### src/rtl/vx_warp_issue_sched_if.sv
// Fetch-offer channel between the warp issue scheduler and instruction fetch.
// A warp is issued on any cycle with sched_valid && sched_ready; the offer may change while not ready.
interface vx_warp_issue_sched_if #(
    parameter int NUM_WARPS = 4
);
    localparam int WB = $clog2(NUM_WARPS);

    logic          sched_valid;
    logic [WB-1:0] sched_wid;
    logic          sched_ready;

    modport master (
        output sched_valid,
        output sched_wid,
        input  sched_ready
    );

    modport slave (
        input  sched_valid,
        input  sched_wid,
        output sched_ready
    );
endinterface

### src/rtl/vx_warp_issue_sched.sv
// Per-core warp issue scheduler: round-robin over eligible warps, per-warp in-flight limit,
// and stall tracking from decode wstall/join until execute releases the warp.
module vx_warp_issue_sched #(
    parameter int CORE_ID      = 0,
    parameter int NUM_WARPS    = 4,
    parameter int MAX_INFLIGHT = 1,
    localparam int WB = $clog2(NUM_WARPS),
    localparam int CB = $clog2(MAX_INFLIGHT + 1)
) (
    input  logic                   clk,
    input  logic                   reset,
    input  logic [NUM_WARPS-1:0]   active_warps,
    vx_warp_issue_sched_if.master  sched,
    input  logic                   decode_fire_valid,
    input  logic [WB-1:0]          decode_fire_wid,
    input  logic                   wstall_valid,
    input  logic [WB-1:0]          wstall_wid,
    input  logic                   join_valid,
    input  logic [WB-1:0]          join_wid,
    input  logic                   unstall_valid,
    input  logic [WB-1:0]          unstall_wid,
    output logic [NUM_WARPS-1:0]   stalled_mask,
    output logic [31:0]            idle_cycles
);

    logic [NUM_WARPS-1:0] stalled;
    logic [NUM_WARPS-1:0] stalled_nxt;
    logic [CB-1:0]        inflight     [NUM_WARPS];
    logic [CB-1:0]        inflight_nxt [NUM_WARPS];
    logic [WB-1:0]        rr_ptr;
    logic [NUM_WARPS-1:0] eligible;
    logic [WB-1:0]        pick;
    logic [WB-1:0]        idx;
    logic                 found;
    logic                 issue;
    logic                 dec_underflow;

    always_comb begin
        for (int w = 0; w < NUM_WARPS; w++) begin
            eligible[w] = active_warps[w] && !stalled[w] &&
                          (inflight[w] != CB'(MAX_INFLIGHT));
        end
    end

    // Search begins one past the last granted warp; the index wraps naturally at WB bits.
    always_comb begin
        pick  = rr_ptr;
        found = 1'b0;
        idx   = rr_ptr;
        for (int i = 1; i <= NUM_WARPS; i++) begin
            idx = rr_ptr + WB'(i);
            if (!found && eligible[idx]) begin
                found = 1'b1;
                pick  = idx;
            end
        end
    end

    assign sched.sched_valid = found && !reset;
    assign sched.sched_wid   = pick;
    assign issue             = sched.sched_valid && sched.sched_ready;
    assign stalled_mask      = stalled;

    always_comb begin
        for (int w = 0; w < NUM_WARPS; w++) begin
            logic inc;
            logic dec;
            logic set;
            logic clr;
            inc = issue && (pick == WB'(w));
            dec = decode_fire_valid && (decode_fire_wid == WB'(w));
            set = (wstall_valid && (wstall_wid == WB'(w))) ||
                  (join_valid && (join_wid == WB'(w)));
            clr = unstall_valid && (unstall_wid == WB'(w));
            stalled_nxt[w]  = set || (stalled[w] && !clr);
            inflight_nxt[w] = inflight[w];
            if (inc && !dec) begin
                inflight_nxt[w] = inflight[w] + CB'(1);
            end else if (dec && !inc && (inflight[w] != '0)) begin
                inflight_nxt[w] = inflight[w] - CB'(1);
            end
        end
    end

    always_ff @(posedge clk or posedge reset) begin
        if (reset) begin
            stalled     <= '0;
            rr_ptr      <= WB'(NUM_WARPS - 1);
            idle_cycles <= '0;
            for (int w = 0; w < NUM_WARPS; w++) begin
                inflight[w] <= '0;
            end
        end else begin
            stalled <= stalled_nxt;
            for (int w = 0; w < NUM_WARPS; w++) begin
                inflight[w] <= inflight_nxt[w];
            end
            if (issue) begin
                rr_ptr <= pick;
            end
            // Backpressure (valid without ready) is not idle time.
            if ((|active_warps) && !sched.sched_valid) begin
                idle_cycles <= idle_cycles + 32'd1;
            end
        end
    end

    assign dec_underflow = decode_fire_valid && (inflight[decode_fire_wid] == '0) &&
                           !(issue && (pick == decode_fire_wid));

    assert property (@(posedge clk) disable iff (reset) !dec_underflow)
        else $error("core %0d: decode fire on warp %0d with nothing in flight",
                    CORE_ID, decode_fire_wid);

endmodule

### src/flat_wrapper.sv
// flat-port wrapper written by rule: the top's interface ports become plain ports
module vx_warp_issue_sched_flat 
#(
    parameter int CORE_ID      = 0,
    parameter int NUM_WARPS    = 4,
    parameter int MAX_INFLIGHT = 1,
    localparam int WB = $clog2(NUM_WARPS),
    localparam int CB = $clog2(MAX_INFLIGHT + 1)
)
  (clk, reset, active_warps, decode_fire_valid, decode_fire_wid, wstall_valid, wstall_wid, join_valid, join_wid, unstall_valid, unstall_wid, stalled_mask, idle_cycles, sched_sched_valid, sched_sched_wid, sched_sched_ready);
  vx_warp_issue_sched_if #(.NUM_WARPS(NUM_WARPS)) sched_i ();
  input  logic clk;
  input  logic reset;
  input  logic [NUM_WARPS-1:0] active_warps;
  input  logic decode_fire_valid;
  input  logic [WB-1:0] decode_fire_wid;
  input  logic wstall_valid;
  input  logic [WB-1:0] wstall_wid;
  input  logic join_valid;
  input  logic [WB-1:0] join_wid;
  input  logic unstall_valid;
  input  logic [WB-1:0] unstall_wid;
  output logic [NUM_WARPS-1:0] stalled_mask;
  output logic [31:0] idle_cycles;
  output wire logic [$bits(sched_i.sched_valid)-1:0] sched_sched_valid;
  output wire logic [$bits(sched_i.sched_wid)-1:0] sched_sched_wid;
  input wire logic [$bits(sched_i.sched_ready)-1:0] sched_sched_ready;
  assign sched_sched_valid = sched_i.sched_valid;
  assign sched_sched_wid = sched_i.sched_wid;
  assign sched_i.sched_ready = sched_sched_ready;
  vx_warp_issue_sched #(.CORE_ID(CORE_ID), .NUM_WARPS(NUM_WARPS), .MAX_INFLIGHT(MAX_INFLIGHT)) u_core (.clk(clk), .reset(reset), .active_warps(active_warps), .sched(sched_i), .decode_fire_valid(decode_fire_valid), .decode_fire_wid(decode_fire_wid), .wstall_valid(wstall_valid), .wstall_wid(wstall_wid), .join_valid(join_valid), .join_wid(join_wid), .unstall_valid(unstall_valid), .unstall_wid(unstall_wid), .stalled_mask(stalled_mask), .idle_cycles(idle_cycles));
endmodule
### config.mk
export PLATFORM = sky130hd
export DESIGN_NAME = vx_warp_issue_sched_flat
export DESIGN_NICKNAME = d
export VERILOG_FILES = /design/src/rtl/vx_warp_issue_sched_if.sv /design/src/rtl/vx_warp_issue_sched.sv /design/src/flat_wrapper.sv
export SDC_FILE = /design/constraint.sdc
export NUM_CORES = 1
export LEC_CHECK = 0
export CAP_MARGIN = 10
export CORE_MARGIN = 2
export CORE_UTILIZATION = 60
export CTS_CLUSTER_DIAMETER = 120
export CTS_CLUSTER_SIZE = 30
export DETAILED_ROUTE_END_ITERATION = 12
export DONT_BUFFER_PORTS = 1
export PLACE_DENSITY = 0.76
export SYNTH_ARGS = -nofsm -noshare
export SYNTH_HDL_FRONTEND = slang
export SYNTH_SLANG_ARGS = --single-unit
### constraint.sdc
create_clock -name clk -period 3.73 [get_ports clk]
set_input_delay 0.373 -clock clk [delete_from_list [all_inputs] [get_ports clk]]
set_output_delay 0.373 -clock clk [all_outputs]
set_load 0.005 [all_outputs]
## Word-level counts from Yosys, hierarchy flattened

Cells that the tools add are included.
Widths: inputs -> output; s select.

- Multiplexer cells: 24
- Equality and inequality tests: 15
- Bitwise operators: 4
- Reductions and logical operators: 89
- $lt $le $gt $ge: 4
- Add/subtract/negate cells: 12

Operator list:

| cell | number |
|---|---|
| $logic_and 1x1->1 | 50 |
| $add 32x1->32 const B | 1 |
| $logic_not 1->1 | 21 |
| $eq 2x2->1 const B | 10 |
| $mux 1 | 16 |
| $lt 2x3->1 const B | 4 |
| $eq 2x1->1 const B | 5 |
| $logic_not 2->1 | 5 |
| $bmux 1 s2 | 4 |
| $logic_or 1x1->1 | 8 |
| $mux 2 | 4 |
| $reduce_bool 2->1 | 4 |
| $add 1x1->1 const B | 4 |
| $add 2x2->2 const B | 2 |
| $not 1->1 | 4 |
| $reduce_or 4->1 | 1 |
| $sub 1x1->1 const B | 4 |
| $add 2x1->2 const B | 1 |

- Word-level logic and storage cells: 155
- Output and inout bits: 39
- Input bits: 19
- Bits in registers: 42

## Longest topological paths before layout

- Depth in word-level cells: 23
- Mapped depth: 7
- Depth with buffers taken out: 6

## Least setup slack after synthesis

Ideal clock, no wire load.

- Kind: input port to flip-flop
- Start: input active_warps[3]
- End: register u_core.idle_cycles[27]
- Data arrival time: 1,903 ps
- Required time: 3,604 ps
- Setup slack: 1,702 ps
- Stages on the path: 7
- Setup time: 126 ps
- Path through: or3b_1 > a41o_2 > inv_2 > or4b_1 > buf_2 > or2_1 > xnor2_2

- Cells in the longest elaborated chain, start to end: 17
- Elaborated cells on any way between the ends: 24
- Classes of those cells: mux: 12; reduce/logical: 12

Ends and longest elaborated chain:

| what | RTL line | text |
|---|---|---|
| start: declaration | flat_wrapper.sv:14 | `input logic [NUM_WARPS-1:0] active_warps;` |
| $logic_and 1x1->1 * (2 in series) | vx_warp_issue_sched.sv:40 | `eligible[w] = active_warps[w] && !stalled[w] &&` |
| $bmux 1 s2 | vx_warp_issue_sched.sv:52 | `if (!found && eligible[idx]) begin` |
| $mux 1 (not written as such) | vx_warp_issue_sched.sv:52 |  |
| $mux 1 | vx_warp_issue_sched.sv:52 |  |
| $logic_not 1->1 | vx_warp_issue_sched.sv:52 |  |
| $logic_and 1x1->1 | vx_warp_issue_sched.sv:52 |  |
| $mux 1 | vx_warp_issue_sched.sv:52 |  |
| $logic_not 1->1 | vx_warp_issue_sched.sv:52 |  |
| $logic_and 1x1->1 | vx_warp_issue_sched.sv:52 |  |
| $mux 1 | vx_warp_issue_sched.sv:52 |  |
| $logic_not 1->1 | vx_warp_issue_sched.sv:52 |  |
| $logic_and 1x1->1 | vx_warp_issue_sched.sv:52 |  |
| $mux 1 * | vx_warp_issue_sched.sv:52 |  |
| $logic_and 1x1->1 * | vx_warp_issue_sched.sv:59 | `assign sched.sched_valid = found && !reset;` |
| via sched_sched_valid | flat_wrapper.sv:25 | `output wire logic [$bits(sched_i.sched_valid)-1:0] sched_sched_valid;` |
| $logic_not 1->1 * | vx_warp_issue_sched.sv:102 | `if ((\|active_warps) && !sched.sched_valid) begin` |
| $logic_and 1x1->1 * | vx_warp_issue_sched.sv:102 |  |
| end signal: assignment | vx_warp_issue_sched.sv:103 | `idle_cycles <= idle_cycles + 32'd1;` |
| end: declaration | vx_warp_issue_sched.sv:23 | `output logic [31:0] idle_cycles` |

Mark *: on every way through the listed nets, which the timed path passes. The rest lies on a longest branch. The select of a mux whose other input is x is not followed.
A chain may end at the register's enable or synchronous reset.

## Final worst setup path

- Start: register u_core.stalled[2], in the netlist u_core.stalled_mask[2]
- End: output sched_sched_wid[1]

- Cells in the longest elaborated chain, start to end: 15
- Elaborated cells on any way between the ends: 24
- Classes of those cells: mux: 15; reduce/logical: 9

Ends and longest elaborated chain:

| what | RTL line | text |
|---|---|---|
| start: declaration | vx_warp_issue_sched.sv:26 | `logic [NUM_WARPS-1:0] stalled;` |
| start signal: assignment | vx_warp_issue_sched.sv:94 | `stalled <= stalled_nxt;` |
| $logic_not 1->1 * | vx_warp_issue_sched.sv:40 |  |
| $logic_and 1x1->1 * (2 in series) | vx_warp_issue_sched.sv:40 |  |
| $bmux 1 s2 | vx_warp_issue_sched.sv:52 |  |
| $mux 1 (not written as such) | vx_warp_issue_sched.sv:52 |  |
| $mux 1 | vx_warp_issue_sched.sv:52 |  |
| $logic_not 1->1 | vx_warp_issue_sched.sv:52 |  |
| $logic_and 1x1->1 | vx_warp_issue_sched.sv:52 |  |
| $mux 1 | vx_warp_issue_sched.sv:52 |  |
| $logic_not 1->1 | vx_warp_issue_sched.sv:52 |  |
| $logic_and 1x1->1 | vx_warp_issue_sched.sv:52 |  |
| $mux 1 | vx_warp_issue_sched.sv:52 |  |
| $logic_not 1->1 | vx_warp_issue_sched.sv:52 |  |
| $logic_and 1x1->1 | vx_warp_issue_sched.sv:52 |  |
| $mux 2 * | vx_warp_issue_sched.sv:52 |  |
| end: declaration | flat_wrapper.sv:26 | `output wire logic [$bits(sched_i.sched_wid)-1:0] sched_sched_wid;` |

Every way passes the cells marked *; elsewhere a longest branch is shown, timed or not. The select of a mux whose other input is x is not followed.

==> impl_metrics.ini <==
[synth]
synth_flop_cell = dfrtp_1
synth_area_per_cell_um2 = 10.48
yosysWarnings = 0
synth_area_mm2 = 0.002074
synth_edf_count = 0
syn-num-nets = 218
synthTopCellsByArea = dfrtp_1 (48%), xnor2_1 (7.2%), xor2_1 (5.5%)
synth.largest_area_cell = dfrtp_1
post-synth-top-count-cell = dfrtp_1
synth-seq-cells = 42
ys_async_sr_fraction_pct = 100.0
synth_top_area_share_pct = 48.25
synthTopCellsByCount = dfrtp_1 (40), nand2_1 (21), xnor2_1 (17)
synth-seq-area-share_pct = 50.78
postSynthCellCount = 198
ys_types = 41

[global_route]
track_usage_pct = 24.58
grt_max_degree = 23
grt-ovfl-total = 0
grt_pass1_wl_um = 7583
grt_pass1_vias = 1609
grt_antenna_before_repair = 0

[timing]
setup_viol = 0
period_share_pct = 60.19
setup_ws_ps = 1485
slew_violations = 0
layout_min_cycle_time_ps = 2245
skew_ps = 17.57
relSlewSlack_pct = 36.73
rsz0062_at_grt = no
hold_violations = 0
fmax_ghz = 0.4454
worst_pin_slew_ps = 940.4
tns_ps = 0

[critical_path]
r2r_cells = 6
cp_max_fo = 6
crit_type = reg -> out
critPathLaunchType = flip-flop
required_ps = 3360
cp-end-kind = output port
arrival_ps = 1870

[cts]
cts.htree.levels = 2
numCtsBuffers = 5
clockRootBuffer = clkbuf_4
clk_pin_slew_ps = 120
cts_num_sinks = 42
cts_resized = 0
hold_buffers = 0
clk_path_buf_depth = 2
post_cts_buffers = 0
tritoncts = built
clock_latency_ps = 350

[pwr]
vdd_drop_max_uv = 385.4
p_per_area_mw_per_mm2 = 498.5
power_leakage_nw = 0.9428

[cells_and_area]
n_antenna_cell = 0
num-nets-final = 225
final_area_mm2 = 0.002190
area_delta_synth_final_pct = 5.549
drive_above_1_share_pct = 11.17
fill_cells = 281

[floorplan]
start_util_pct = 62.17
die_w_um = 62.80
core_area_mm2 = 0.003337
dieArea_mm2 = 0.003944
rows = 21
fp.dieH_um = 62.80
pin_count = 58

[drt]
final_antenna_net_count = 0
wl_um = 4307
viasPerCell = 5.976
drt_iter0_drc = 103
wl_per_cell_um = 17.09
drc = 0
drtPass1Iterations = 4
via_count = 1506

[place]
dpl_cell_area_mm2 = 0.002135
place_ws_ps = 1520
gp_congestion = 0.9471
io_buffers = 0
dpl.hpwl_um = 3355

[status]
outcome = finished, final reports clean

[flow_run]
drv_cap = 0

[hold_path]
hp-class = in -> async
==> cell families after synthesis <==
kind of cell,share of synthesized area (%)
buffers and inverters,2.593
AND/OR/NAND/NOR,24.67
adder cells (fa/ha/maj),0.6030
XOR/XNOR,13.45
flip-flops,50.78
AO/OA/AOI/OAI,5.791
multiplexers,2.111
==> sequential cells by signal (all words and copies together), names as in the netlist <==
register	flops
u_core.inflight	4
u_core.stalled_mask	4
u_core.rr_ptr	2
u_core.idle_cycles	32
==> per-stage QoR <==
| stage | instances | hold slack, ps | util (%) | power [mW] |
|---|---|---|---|---|
| after floorplan | 198 | 452.8 | - | 0.8120 |
| after global placement | 244 | 425.7 | 63.97 | 0.8748 |
| after detailed placement | 244 | 433.5 | 63.97 | 0.8836 |
| after CTS | 252 | 49.05 | 65.62 | 1.097 |
| after global routing | 252 | 101.5 | 65.62 | 1.159 |
| final | 252 | 40.16 | 65.62 | 1.091 |
==> critical path: stages (launching register included) <==
cell	delay [ps]
dfrtp_1	430
or3b_2	520
o2bb2ai_1	150
mux2i_1	430
==> final timing paths <==
kind                                   startpoint                endpoint  slack (ps)
setup reg to reg           u_core.stalled_mask[3]  u_core.idle_cycles[27]        1520
max in group asynchronous                   reset      u_core.inflight[0]        2910
min in group clk                decode_fire_valid      u_core.inflight[0]         130
hold / removal                              reset  u_core.idle_cycles[22]          40
setup / recovery           u_core.stalled_mask[2]      sched_sched_wid[1]        1480
hold reg to reg            u_core.idle_cycles[31]  u_core.idle_cycles[31]         510
==> power breakdown <==
part | switching (mW) | internal [mW]
Combinational | 0.123 | 0.110
Sequential | 0.103 | 0.539
Clock | 0.143 | 0.0742
==> final cells by class <==
class                   count  area, µm²  area share (%)
multi-input cells         142      967.2           44.17
well taps                  46      57.56           2.629
clock buffers               6      41.29           1.886
inverters                  13      48.80           2.229
clock inverters             2      13.76          0.6286
flip-flops and latches     42       1054           48.11
repair buffers              1      7.507          0.3429
==> per-layer routing <==
| metal | share of wire [%] | global-route usage [%] | vias to the layer above |
|---|---|---|---|
| li1 | - | - | 713 |
| met4 | 1.2 | 10.00 | 0 |
| met5 | 0 | 0 | - |
| met2 | 51 | 40.19 | 53 |
| met3 | 6.2 | 7.568 | 4 |
| met1 | 41 | 30.41 | 736 |
==> cell usage in the layout (no fill, tap or decap), types with 2 or more instances in the layout <==
cell | Yosys | routed
dfrtp_1 | 40 | 40
nand2_1 | 21 | 21
xnor2_1 | 17 | 17
nor2_1 | 15 | 15
xor2_1 | 13 | 13
nand3_1 | 12 | 12
inv_1 | 12 | 12
nand4_1 | 10 | 10
clkbuf_4 | 0 | 5
nor4_1 | 4 | 4
nor3b_1 | 4 | 4
nor3_1 | 4 | 4
o21ai_0 | 4 | 4
or3b_2 | 3 | 3
nand2b_1 | 3 | 3
mux2_2 | 3 | 3
or3b_1 | 2 | 2
nor4_2 | 2 | 2
or3_1 | 2 | 2
a2bb2oi_1 | 2 | 2
nand3b_1 | 2 | 2
o22a_1 | 2 | 2
dfstp_2 | 2 | 2
No activity file was read; power rests on OpenSTA's default activity.
